--- src/rtl/gpio_bd_pkg.sv ---
// gpio_bd_pkg
//   Shared definitions for the two-master PIO arbiter: the FSM state
//   encoding and the word offsets of the PIO register map.
package gpio_bd_pkg;

    typedef enum logic [1:0] {
        IDLE  = 2'd0,
        WR    = 2'd1,
        RD    = 2'd2,
        RDCAP = 2'd3
    } state_t;

    // PIO word offsets
    localparam int unsigned PIO_REG_DATA     = 0;
    localparam int unsigned PIO_REG_IRQ_MASK = 2;

endpackage

--- src/rtl/rr_arb2.sv ---
// rr_arb2
//   Two-way round-robin grant. The grant is combinational from the request
//   vector; the last-granted pointer is registered and advances whenever a
//   grant is taken.
//   Ports:
//     clk, reset_n : clock, synchronous active-low reset
//     req[1:0]     : request per master
//     take         : the current grant is being consumed this cycle
//     gnt[1:0]     : one-hot grant (zero when nothing requests)
module rr_arb2 (
    input  logic       clk,
    input  logic       reset_n,
    input  logic [1:0] req,
    input  logic       take,
    output logic [1:0] gnt
);

    // 1 = m1 was granted last; reset to 1 so m0 wins the first contention
    logic last_q;

    always_comb begin
        gnt = req;
        if (req == 2'b11) gnt = last_q ? 2'b01 : 2'b10;
    end

    always_ff @(posedge clk) begin
        if (!reset_n)
            last_q <= 1'b1;
        else if (take && (|req))
            last_q <= gnt[1];
    end

endmodule

--- src/rtl/gpio_bd_arbiter.sv ---
// gpio_bd_arbiter
//   Shares one Avalon-style PIO slave between two requesters. An access is
//   arbitrated in IDLE, issued for one cycle in WR or RD, and a read spends
//   one extra RDCAP cycle capturing the PIO's registered readdata.
//   Ports:
//     clk, reset_n            : clock, synchronous active-low reset
//     mN_address/read/write/writedata : requester N command (held until accepted)
//     mN_waitrequest          : low only in the cycle the access is accepted
//     mN_readdata/readdatavalid : read return, valid for exactly one cycle
//     pio_*                   : drive of the shared PIO slave
//     proto_err               : sticky, a requester raised read and write together
module gpio_bd_arbiter
    import gpio_bd_pkg::*;
#(
    parameter int DATA_W = 32,
    parameter int ADDR_W = 2
) (
    input  logic              clk,
    input  logic              reset_n,
    input  logic [ADDR_W-1:0] m0_address,
    input  logic              m0_read,
    input  logic              m0_write,
    input  logic [DATA_W-1:0] m0_writedata,
    output logic              m0_waitrequest,
    output logic [DATA_W-1:0] m0_readdata,
    output logic              m0_readdatavalid,
    input  logic [ADDR_W-1:0] m1_address,
    input  logic              m1_read,
    input  logic              m1_write,
    input  logic [DATA_W-1:0] m1_writedata,
    output logic              m1_waitrequest,
    output logic [DATA_W-1:0] m1_readdata,
    output logic              m1_readdatavalid,
    output logic [ADDR_W-1:0] pio_address,
    output logic              pio_chipselect,
    output logic              pio_write_n,
    output logic [DATA_W-1:0] pio_writedata,
    input  logic [DATA_W-1:0] pio_readdata,
    output logic              proto_err
);

    state_t            state;
    logic              gnt_q;     // master owning the access in flight
    logic [1:0]        wait_q;
    logic [1:0]        rdv_q;
    logic [1:0]        req;
    logic [1:0]        gnt;
    logic              take;
    logic              sel;
    logic              sel_wr;
    logic [ADDR_W-1:0] sel_addr;
    logic [DATA_W-1:0] sel_data;

    assign req  = {m1_read | m1_write, m0_read | m0_write};
    assign take = (state == IDLE) && (|req);

    rr_arb2 u_rr (
        .clk     (clk),
        .reset_n (reset_n),
        .req     (req),
        .take    (take),
        .gnt     (gnt)
    );

    // Write wins when a requester raises both strobes.
    assign sel      = gnt[1];
    assign sel_wr   = sel ? m1_write     : m0_write;
    assign sel_addr = sel ? m1_address   : m0_address;
    assign sel_data = sel ? m1_writedata : m0_writedata;

    assign m0_waitrequest   = wait_q[0];
    assign m1_waitrequest   = wait_q[1];
    assign m0_readdatavalid = rdv_q[0];
    assign m1_readdatavalid = rdv_q[1];

    // All outputs are registered: the IDLE grant cycle loads the PIO drive
    // and the accept strobe so they appear together in WR/RD.
    always_ff @(posedge clk) begin
        if (!reset_n) begin
            state          <= IDLE;
            gnt_q          <= 1'b0;
            wait_q         <= 2'b11;
            rdv_q          <= 2'b00;
            m0_readdata    <= '0;
            m1_readdata    <= '0;
            pio_address    <= ADDR_W'(PIO_REG_DATA);
            pio_chipselect <= 1'b0;
            pio_write_n    <= 1'b1;
            pio_writedata  <= '0;
            proto_err      <= 1'b0;
        end else begin
            wait_q         <= 2'b11;
            rdv_q          <= 2'b00;
            pio_chipselect <= 1'b0;
            pio_write_n    <= 1'b1;
            proto_err      <= proto_err | (m0_read & m0_write) | (m1_read & m1_write);

            case (state)
                IDLE: begin
                    if (take) begin
                        gnt_q          <= sel;
                        pio_address    <= sel_addr;
                        pio_chipselect <= 1'b1;
                        pio_write_n    <= ~sel_wr;
                        if (sel_wr) pio_writedata <= sel_data;
                        wait_q[sel]    <= 1'b0;
                        state          <= sel_wr ? WR : RD;
                    end
                end
                WR:    state <= IDLE;
                RD:    state <= RDCAP;
                RDCAP: begin
                    // PIO readdata is valid now, one cycle after the RD address
                    if (gnt_q) m1_readdata <= pio_readdata;
                    else       m0_readdata <= pio_readdata;
                    rdv_q[gnt_q] <= 1'b1;
                    state        <= IDLE;
                end
                default: state <= IDLE;
            endcase
        end
    end

endmodule

--- config.mk ---
export PLATFORM = sky130hd
export DESIGN_NAME = gpio_bd_arbiter
export DESIGN_NICKNAME = d
export VERILOG_FILES = /design/src/rtl/gpio_bd_pkg.sv /design/src/rtl/rr_arb2.sv /design/src/rtl/gpio_bd_arbiter.sv
export SDC_FILE = /design/constraint.sdc
export NUM_CORES = 1
export LEC_CHECK = 0
export ABC_AREA = 1
export BUFFER_PORTS_ARGS = -buffer_cell sky130_fd_sc_hd__buf_2
export CELL_PAD_IN_SITES_DETAIL_PLACEMENT = 1
export CELL_PAD_IN_SITES_GLOBAL_PLACEMENT = 1
export CORE_MARGIN = 2
export CORE_UTILIZATION = 33
export CTS_CLUSTER_SIZE = 30
export DETAILED_ROUTE_END_ITERATION = 10
export GPL_TIMING_DRIVEN = 0
export PLACE_DENSITY = 0.95
export SLEW_MARGIN = 5
export SYNTH_ARGS = -nofsm -noshare
export SYNTH_HDL_FRONTEND = slang
export SYNTH_HIERARCHICAL = 1
export SYNTH_SLANG_ARGS = --single-unit
--- constraint.sdc ---
create_clock -name clk -period 3.25 [get_ports clk]
set_input_delay 0.325 -clock clk [delete_from_list [all_inputs] [get_ports clk]]
set_output_delay 0.325 -clock clk [all_outputs]
set_load 0.1 [all_outputs]
# --- Word level (Yosys, flattened, before mapping) ---
# Cells that the tools add are included.
# W data, S select, Z words.
word_totals:
  regBits: 109
classes:
  magnitude_cmp: 4
  eq_ne: 5
  muxes: 13
  bitwise: 9
  reduce_logical: 14
op_table:
  columns: ["operator", "count"]
  rows:
  - ["$mux W32", 1]
  - ["$mux W2", 5]
  - ["$reduce_and A2 Y1", 5]
  - ["$eq A2 B2 Y1 const B", 3]
  - ["$pmux W2 S3", 1]
  - ["$reduce_and A3 Y1", 2]
  - ["$logic_and A1 B1 Y1", 4]
  - ["$lt A1 B2 Y1 const B", 2]
  - ["$mux W1", 4]
  - ["$or A1 B1 Y1", 4]
  - ["$reduce_or A2 Y1", 2]
  - ["$and A1 B1 Y1", 2]
  - ["$demux W1 S1", 2]
  - ["$eq A2 B1 Y1 const B", 1]
  - ["$ge A1 B1 Y1 const B", 2]
  - ["$logic_not A2 Y1", 1]
  - ["$ne A2 B1 Y1 const B", 1]
  - ["$not A1 Y1", 2]
  - ["$not A2 Y2", 1]

# --- Logic depth before layout (Yosys ltp) ---
depth:
  depth_word: 8
  ltp_mapped: 12

# --- By module ---
# The synthesis kept the hierarchy.
modules_own_cells:
  columns: ["mod", "instances", "cells_each", "area_per_inst_um2"]
  rows:
  - ["gpio_bd_arbiter", 1, 636, 4357.9]
  - ["rr_arb2", 1, 9, 65.1]

# --- Worst setup path after synthesis ---
# Ideal clock, no wire load.
synth_path:
  kind: "input -> register"
  start: "in m0_write"
  end: "reg pio_writedata[11]"
  arrival_time_ns: 1.386
  t_required_ns: 3.137
  path_slack_ns: 1.752
  cell_stages: 11
  path_buffers: 2
  cell_sequence: "nor2_1 inv_1 nand2_1 and2_1 buf_4 inv_4 nand2_2 nand3_4 buf_2 nor2_1 nor2_1"
synth_via:
  elab_chain_cells: 5
synth_lines:
  columns: ["element", "line", "source"]
  rows:
  - ["from (decl)", "gpio_bd_arbiter.sv:22", "input logic m0_write,"]
  - ["$or A1 B1 Y1 (*)", "gpio_bd_arbiter.sv:54", "assign req = {m1_read | m1_write, m0_read | m0_write};"]
  - ["named net req[0]", "gpio_bd_arbiter.sv:46", "logic [1:0] req;"]
  - ["$eq A2 B2 Y1 (*)", "rr_arb2.sv:23", "if (req == 2'b11) gnt = last_q ? 2'b01 : 2'b10;"]
  - ["$mux W2 (*)", "rr_arb2.sv:23", null]
  - ["named net gnt[1]", "gpio_bd_arbiter.sv:47", "logic [1:0] gnt;"]
  - ["$mux W1", "gpio_bd_arbiter.sv:67", "assign sel_wr = sel ? m1_write : m0_write;"]
  - ["$reduce_and A3 Y1 (no source line)", null, null]
  - ["to (signal assigned)", "gpio_bd_arbiter.sv:105", "if (sel_wr) pio_writedata <= sel_data;"]
  - ["to (decl)", "gpio_bd_arbiter.sv:37", "output logic [DATA_W-1:0] pio_writedata,"]
# The timed path passes the listed nets; every way through them passes the cells marked *.
# A chain may end at the register's enable or synchronous reset.

# --- Final worst setup path ---
layout_path:
  start: "reg u_rr.last_q"
  end: "reg pio_writedata[21]"
layout_via:
  elab_chain_cells: 4
layout_lines:
  columns: ["element", "line", "source"]
  rows:
  - ["from (decl)", "rr_arb2.sv:19", "logic last_q;"]
  - ["from (signal assigned)", "rr_arb2.sv:30", "last_q <= gnt[1];"]
  - ["$mux W2 (*) (2 in a row)", "rr_arb2.sv:23", null]
  - ["named net gnt[1]", "gpio_bd_arbiter.sv:47", null]
  - ["$mux W1", "gpio_bd_arbiter.sv:67", null]
  - ["$reduce_and A3 Y1 (no source line)", null, null]
# Marks and branches as above.

==> results by group <==
Status
  • Status: finished, final reports clean

Critical path
  • Startpoint types: flip-flop
  • CP Max Fanout: 10
  • Reg2Reg Setup Slack: 1.63 ns
  • CP arrival: around 1.9 ns
  • Reg2Reg Depth: 9
  • Crit Path Class: flip-flop to flip-flop
  • WP data required: 3.54 ns
  • Crit Reg-Reg Endpoint: pio_writedata[21]
  • Crit path capture type: flip-flop
  • Reg-to-reg startpoint: u_rr/last_q

Global routing
  • Largest net degree at the start of global routing: 20
  • Vias in the first global route: a little under 5,000
  • GRT Util Overall: between 20% and 30%
  • First-pass GRT wire length: 24,100 µm
  • Gr ovfl total: 0
  • Initial antenna violation count: 0

Power and ir drop
  • P_leak: 3.44 nW
  • Overall power: 0.00496 W
  • PwrDens: 824 nW/µm²
  • Worst VDD drop: 0.307 mV

Hold path
  • Type of the worst min-delay path: input port to flip-flop
  • Hold EP: u_rr/last_q
  • Hold_sp: reset_n
  • WHS Path Cells: 2

Timing
  • Max Fclk: around 0.62 GHz
  • Final worst clock skew: 0.00606 ns
  • Final setup viols: 0
  • Unrepaired setup endpoints after global routing: false
  • Max-slew headroom: a little under two thirds
  • Least-Margin Pin Slew: 0.545 ns
  • Period minus WS final: 1.62 ns
  • Max-slew violation count: 0
  • Period utilisation layout: 49.7%
  • Setup TNS: 0 ns
  • Final hold violations: 0

Clock network
  • CTS Root Cell: clkbuf_16
  • Max H-tree Level: 3
  • Reg clk slew, reported paths: 0.07 ns
  • Post-CTS sizing: 0
  • Max Root-Sink Buffers: 2
  • Post-CTS Setup Inserts: 0
  • Clock sink count: 109
  • CTS tree: done
  • CTS Hold Bufs: 0
  • Cts bufs inserted: 9
  • Worst skew pair latency: 0.35 ns

Synth
  • Syn Nets: 749
  • Mapped cell area: about 4400 µm²
  • Warnings from Yosys: 6
  • Mean Syn Cell Area: between 6 and 7 µm²
  • Post-Synthesis Cells: 643

Placed design
  • Post-DP Area: 5680 µm²
  • GPL Wtd Cong: 0.766
  • Port Buffers: 210
  • Placed Cells incl. Taps: 1,029
  • Final HPWL DP: 11,300 µm

Final layout
  • Cell area after layout: 6020 µm²
  • Area Growth Syn to Fin: 36.5%
  • Commonest non-fill, non-tap cell in the layout: buf_2
  • NumNets Final: 970
  • Fillers: 1,779
  • Most frequent cells in the layout: buf_2 (225), nand2_1 (186), nor2_1 (149)
  • Multi-input gate area: between 1500 and 2000 µm²
  • Finished Layout Cells: ~1,000
  • Diodes inserted: 0
  • Share of cells above drive strength 1: 29.7%
  • Sequential cell area: 2180 µm²

Detailed routing
  • Vias: 4,730
  • Final wirelength: 15,000 µm
  • DR WL met2: 7090 µm
  • Via density: ~4.5
  • Max layer used: met4
  • Metal-1 WL: 6310 µm
  • Metal3 WL: 1360 µm
  • Routed length per instance: between 10 and 15 µm
  • Antenna Violating Nets Remaining: 0
  • # DRC: 0
  • Drt first pass iters: 4
  • DRT iter0 DRCs: 150

Floorplan
  • Die Height: 120 µm
  • Io pins: approximately 210
  • Std cell rows: 42
  • Die area: 14,300 µm²
  • Initial Util: between 30% and 40%
  • Die width: around 120 µm
  • Core Area: 13,100 µm²

Flow run
  • MaxCap Viol Count: 0
==> worst max-delay path by stage <==
stage                     slack, ns        start  cells after the start           endpoint
after global routing           1.49  u_rr/last_q                      9  pio_writedata[23]
final                          1.63  u_rr/last_q                      9  pio_writedata[21]
after detailed placement       1.29     m0_write                     12  pio_writedata[21]
after global placement         1.33     m0_write                     12  pio_writedata[30]
after CTS                      1.60  u_rr/last_q                      9  pio_writedata[21]
after floorplan                1.76     m0_write                     11  pio_writedata[11]
==> worst max-delay path, stage by stage (launching register included) <==
cell and delay, ns:
dfxtp_1 0.33, nand2_1 0.06, and2_1 0.13, buf_4 0.18, inv_4 0.13, nand2_2 0.10, nand3_4 0.16, buf_2 0.28
nor2_1 0.07, nor2_1 0.10
==> registers in the layout, summed over array words and instances (netlist names), 2 cells and up <==
register	flops
m0_readdata	32
m1_readdata	32
pio_writedata	32
pio_address	2
rdv_q	2
state	2
wait_q	2
==> layout make-up <==
| type | count | share of cell area (%) |
|---|---|---|
| Buffer | 36 | 3.12 |
| Clock buffer | 10 | 3.97 |
| Clock inverter | 6 | 1.66 |
| Inverter | 59 | 3.72 |
| Multi-Input combinational cell | 439 | 30.2 |
| Sequential cell | 109 | 36.2 |
| Tap cell | 176 | 3.66 |
| Timing Repair Buffer | 210 | 17.5 |
==> per-stage QoR <==
step	utilization (%)	worst slack, ns	hold slack, ns
6_report	45.8	1.63	0.188
5_1_grt	45.8	1.49	0.186
2_1_floorplan	-	1.76	0.397
3_3_place_gp	43.3	1.33	0.449
4_1_cts	45.8	1.60	0.177
3_5_place_dp	43.3	1.29	0.450
==> power breakdown <==
part           switching (W)  internal [W]
Sequential         0.0000860       0.00151
Clock               0.000538      0.000713
Combinational        0.00174      0.000377
==> routing by layer <==
metal | vias up | track usage (%)
li1 | 2392 | -
met1 | 2159 | 23.6
met2 | 162 | 37.4
met3 | 17 | 7.51
met4 | 0 | 6.84
met5 | - | 0
Power figures use the tool's default switching activity.
